==> config.mk <==
export PLATFORM = sky130hd
export DESIGN_NAME = lazy_writeback_packer
export DESIGN_NICKNAME = d
export VERILOG_FILES = /design/src/rtl/lazy_writeback_packer.sv
export SDC_FILE = /design/constraint.sdc
export NUM_CORES = 2
export LEC_CHECK = 0
export ABC_AREA = 1
export CAP_MARGIN = 20
export CELL_PAD_IN_SITES_DETAIL_PLACEMENT = 1
export CELL_PAD_IN_SITES_GLOBAL_PLACEMENT = 2
export CORE_AREA = 2 2 601 603
export DETAILED_ROUTE_END_ITERATION = 10
export DIE_AREA = 0 0 603 605
export GPL_TIMING_DRIVEN = 0
export PLACE_DENSITY = 0.73
export SLEW_MARGIN = 40
export SYNTH_ARGS = -nofsm -noshare
export SYNTH_HDL_FRONTEND = slang
export SYNTH_SLANG_ARGS = --single-unit
==> constraint.sdc <==
create_clock -name clk -period 115.4 [get_ports clk]
set_input_delay 34.62 -clock clk [delete_from_list [all_inputs] [get_ports clk]]
set_output_delay 34.62 -clock clk [all_outputs]
set_load 0.05 [all_outputs]
==> src/rtl/lazy_writeback_packer.sv <==
// Packs SPLIT narrow beats of lazy-reduction results into full E-lane rows.
// Each completed row is written to a pair of buffer RAMs one cycle after the beat that completes it.
module lazy_writeback_packer #(
   parameter int E     = 8,
   parameter int FSIZE = 64,
   parameter int WIDTH = 10,
   parameter int SPLIT = 2
)(
   input  logic                        clk,
   input  logic                        rst,
   input  logic                        start,
   input  logic                        in_valid,
   input  logic                        in_last,
   input  logic [(E/SPLIT)*FSIZE-1:0]  in_data1,
   input  logic [(E/SPLIT)*FSIZE-1:0]  in_data2,
   output logic                        wren,
   output logic [WIDTH-1:0]            waddr,
   output logic [E*FSIZE-1:0]          wdata1,
   output logic [E*FSIZE-1:0]          wdata2,
   output logic                        busy,
   output logic                        done,
   output logic                        err
);
   localparam int LANES = E / SPLIT;
   localparam int LW    = LANES * FSIZE;
   localparam int SW    = (SPLIT > 1) ? $clog2(SPLIT) : 1;
   localparam logic [SW-1:0] LAST_SLOT = SW'(SPLIT - 1);

   typedef enum logic [1:0] {S_IDLE, S_PACK, S_DONE} state_t;

   state_t             r_state;
   logic [SW-1:0]      r_slot;
   logic [WIDTH-1:0]   r_row;
   logic               r_wrap;
   logic [E*FSIZE-1:0] r_acc1, r_acc2;
   logic [E*FSIZE-1:0] w_acc1, w_acc2;
   logic               w_full, w_wr;

   // Accumulator with the current beat merged into its slot's lanes.
   always_comb begin
      w_acc1 = r_acc1;
      w_acc2 = r_acc2;
      w_acc1[int'(r_slot)*LW +: LW] = in_data1;
      w_acc2[int'(r_slot)*LW +: LW] = in_data2;
   end

   assign w_full = (r_slot == LAST_SLOT);
   assign w_wr   = w_full || in_last;
   assign busy   = (r_state != S_IDLE) || wren;

   always_ff @(posedge clk or posedge rst) begin
      if (rst) begin
         r_state <= S_IDLE;
         r_slot  <= '0;
         r_row   <= '0;
         r_wrap  <= 1'b0;
         r_acc1  <= '0;
         r_acc2  <= '0;
         wren    <= 1'b0;
         waddr   <= '0;
         wdata1  <= '0;
         wdata2  <= '0;
         done    <= 1'b0;
         err     <= 1'b0;
      end else begin
         wren <= 1'b0;
         done <= 1'b0;
         case (r_state)
            S_IDLE: begin
               if (start) begin
                  r_state <= S_PACK;
                  r_slot  <= '0;
                  r_row   <= '0;
                  r_wrap  <= 1'b0;
                  r_acc1  <= '0;
                  r_acc2  <= '0;
                  err     <= in_valid;
               end else if (in_valid) begin
                  err <= 1'b1;
               end
            end
            S_PACK: begin
               if (in_valid) begin
                  if (w_wr) begin
                     wren   <= 1'b1;
                     waddr  <= r_row;
                     wdata1 <= w_acc1;
                     wdata2 <= w_acc2;
                     r_acc1 <= '0;
                     r_acc2 <= '0;
                     r_row  <= r_row + 1'b1;
                     r_slot <= '0;
                     // A row count of exactly 2^WIDTH is legal; only a write past it is an error.
                     if (r_row == '1) r_wrap <= 1'b1;
                     if (r_wrap || !w_full) err <= 1'b1;
                  end else begin
                     r_acc1 <= w_acc1;
                     r_acc2 <= w_acc2;
                     r_slot <= r_slot + 1'b1;
                  end
                  if (in_last) begin
                     r_state <= S_DONE;
                     done    <= 1'b1;
                  end
               end
            end
            S_DONE: begin
               r_state <= S_IDLE;
               if (in_valid) err <= 1'b1;
            end
            default: r_state <= S_IDLE;
         endcase
      end
   end
endmodule

==> results.md <==
- Starting DRT DRC Count: 5511
- Pint: 2.02 mW
- Hold Fails Final Rpt: 0
- Total Wirelength: 468 mm
- Setup TNS: 0 ns
- Max-Cap Viols: 0
- RSZ-0062 raised after global routing: false
- Setup CP Type: in2async
- I/O Pins: 1555
- Total gr overflow: 0
- M2 GR Usage: 39.5%
- CTS Buf Count: 245
- RD Place Congestion: 0.935
- DR vias: 78544
- Post-CTS Setup Inserts: 0
- I/O Buffers: 1554
- Fillcell total: 41663
- Die X: 603 um
- Slowest CP cell: clkdlybuf4s50_1
- Max Fanout on Critical Path: 72
- Syn_area_per_cell: 8.86 um^2
- Minimum clock period: 37.69 ns
- Power consumption: 4.22 mW
- CTS tree: done
- Total Routing Usage GR: 25.0%
- Clock root cell: clkbuf_16
- Critical path launch point: rst
- CP Capture Point: wdata1[476]$_DFFE_PP0P_
- Drt drc: 0
- Antenna-violating nets left: 0
- Worst-Skew Late Latency: 0.97 ns
- Syn Inst Count: 9606
- Setup crit end kind: asynchronous set/reset pin
- CP Launch Type: primary input
- Post-Syn Nets: 10129
- Clock Pin Slew Worst Setup and Hold Paths: 0.06 ns
- Clock Power Share: 19.0%
- Max Freq: 26.5 MHz
- Post_cts resized: 0
- DP HPWL: 367 mm
- CTS sink count: 2075
- First-pass iteration count of the detailed router: 7
- Gr busiest metal: met2
- Switch share: 52.2%
- Worst R2R End: wdata1[248]$_DFFE_PP0P_
- Sequential area share after synthesis: 61.0%
- Worst EP required: 116.45 ns
- Tightest Pin Transition: 0.916 ns
- Max incr delay on CP: 0.49 ns
- Met3 track demand over resource: 5.52%
- Leakage: 50.7 nW
- Routed WL per cell: 28.4 um
- Via density per instance: 4.77
- Ys Warns: 0
- Sequential power share: 27.4%
- Combinational power share: 53.7%
- Area of the core: 0.358 mm^2
- Yosys reg bits: 2075
- Slew headroom: 38.7%
- FF-to-FF Start: r_state[1]$_DFFE_PP0P_
- Worst Hold Class: reg2reg
- H-tree Lvls: 4
- Crit-path cells: clkdlybuf4s50_1 -> inv_8 -> buf_12 -> buf_16 -> buf_16 -> buf_16 -> buf_16 -> buf_16 -> buf_16 -> buf_16 -> buf_16
- Netlist cell types: 29
- Seq. cell area: 0.0519 mm^2
- Largest net degree at the start of global routing: 75
- Reg2Reg Depth: 9
- Die area: 0.365 mm^2
- Synthesized area: 0.0851 mm^2
- Layout cells sized above 1: 7.89%
- CTS max path bufs: 4
- Most frequent CP cell: buf_16
- Worst min-delay path startpoint: r_acc1[301]$_DFFE_PP0P_
- Fin util: 32.3%
- Layout area overhead: 35.8%
- Nets@finish: 11971
- Maximum vdd drop: 0.0000168 V
- Run status: finished, final reports clean
- Cts hold-fix bufs: 0
- Met1 Usage GRT: 31.3%
- Placed Area: 0.107 mm^2
- Cell Rows: 220
- Multi-input logic area: 0.0275 mm^2
- Die height: 605 um
- R2R Setup Slk: 112.18 ns
- Crit path DAT: 38.74 ns
- Clock Skews: 0.0541 ns
- Final max-slew violation count: 0
- Design Area, Final: 0.116 mm^2
- Switching power: 2.20 mW
- Pwr Density: 36.5 mW/mm^2
- Final setup vio count: 0
- Vias in the first global route: 80259
- First-pass GRT wire length: 646 mm
- Initial antenna violation count: 130
- Starting Density: 23.8%
- Tcrit/Tclk final: 32.7%
## worst min path at each step
stage	end	slack (ns)	cells past startpoint
floorplan	r_acc1[254]$_DFFE_PP0P_	0.47	2
global route	r_acc2[491]$_DFFE_PP0P_	0.50	2
CTS	wdata1[253]$_DFFE_PP0P_	0.49	2
global placement	r_acc1[507]$_DFFE_PP0P_	0.48	2
detailed placement	r_acc1[507]$_DFFE_PP0P_	0.49	2
finish	r_acc1[301]$_DFFE_PP0P_	0.49	2
## metrics by stage
step	setup WS [ns]	instances	hold slack (ns)
4_1_cts	77.61	16418	0.492
6_report	77.71	16478	0.489
5_1_grt	77.31	16463	0.504
2_1_floorplan	22.17	9606	0.472
3_3_place_gp	-10.08	15933	0.481
3_5_place_dp	76.63	15974	0.485
## Yosys cell counts
| library cell | count | area [um^2] |
|---|---|---|
| inv_2 | 3 | 11.3 |
| nand2_4 | 1 | 11.3 |
| nand2_1 | 2595 | 9740 |
| xor2_1 | 1 | 8.76 |
| a21oi_1 | 15 | 75.1 |
| nor3_1 | 3 | 15.0 |
| buf_6 | 48 | 541 |
| nor2_2 | 1 | 6.26 |
| nand4_1 | 7 | 43.8 |
| o21a_1 | 1 | 7.51 |
| or2_2 | 1 | 6.26 |
| nor2_4 | 3 | 33.8 |
| nand3_1 | 519 | 2600 |
| nor2_1 | 1553 | 5830 |
| buf_4 | 16 | 120 |
| o21ai_0 | 519 | 2600 |
| ha_1 | 6 | 75.1 |
| nand2_2 | 1 | 6.26 |
| mux2_2 | 3 | 33.8 |
| o211ai_1 | 1 | 7.51 |
| buf_1 | 11 | 41.3 |
| a31oi_1 | 1024 | 6410 |
| clkbuf_1 | 328 | 1230 |
| dfrtp_1 | 2075 | 51900 |
| o21ai_1 | 1 | 5.00 |
| buf_8 | 4 | 60.1 |
| inv_1 | 532 | 2000 |
| buf_2 | 333 | 1670 |
| clkinv_2 | 1 | 5.00 |
## layout by cell type (no fill, tap or decap), drive strengths merged
master,count
o21a,1
buf,529
o21ai,520
nand4,7
a21oi,15
or2,1
diode,60
nand2,2597
nor3,3
dfrtp,2075
clkinv,40
clkinvlp,6
nor2,1557
nand3,519
xor2,1
bufinv,15
a31oi,1024
inv,540
clkbuf,707
ha,6
clkdlybuf4s50,1478
mux2,3
o211ai,1
## registers in the layout, summed over array words and instances (netlist names)
name     cells
r_state      2
wren         1
r_acc2     512
r_row       10
waddr       10
wdata1     512
err          1
r_wrap       1
r_acc1     512
done         1
r_slot       1
wdata2     512
## routing by layer
metal  routed length (um)  vias up
li1                     -    34990
met1               194000    40347
met2               214000     2362
met3                29000      823
met4                30300       22
met5                  153        -
## logic make-up (layout without fill, tap and decap cells)
group	count (synthesis)	after routing	synth area share [%]
AOI/OAI and AO/OA	1561	1561	10.7
xor gates and xnor gates	1	1	0.0103
adders and majority gates	6	6	0.0882
buffers and inverters	1276	3315	6.67
DFF	2075	2075	61.0
muxes	3	3	0.0397
other	0	60	0
and+or+nand+nor	4684	4684	21.5
## layout make-up
type,count,area share (%)
timing repair buffer,1595,14.1
sequential,2075,44.9
buffer,740,3.20
tap,4773,5.17
multi-input combinational,6255,23.8
clock inverter,65,0.755
antenna,60,0.130
clock buffer,379,6.21
inverter,536,1.75
## worst max-delay path, delay by kind of cell
| family | cells | cell delay [ns] |
|---|---|---|
| buf+inv | 11 | 3.72 |
## power groups by stage
stage	sequential [mW]	combinational, mW	clock (mW)
5_1_grt	1.18	2.38	0.844
3_3_place_gp	1.17	2.27	0
2_1_floorplan	1.76	0.622	0
6_report	1.15	2.26	0.801
4_1_cts	1.15	2.29	0.818
3_5_place_dp	1.16	2.28	0
(Power assumes the default switching activity.)
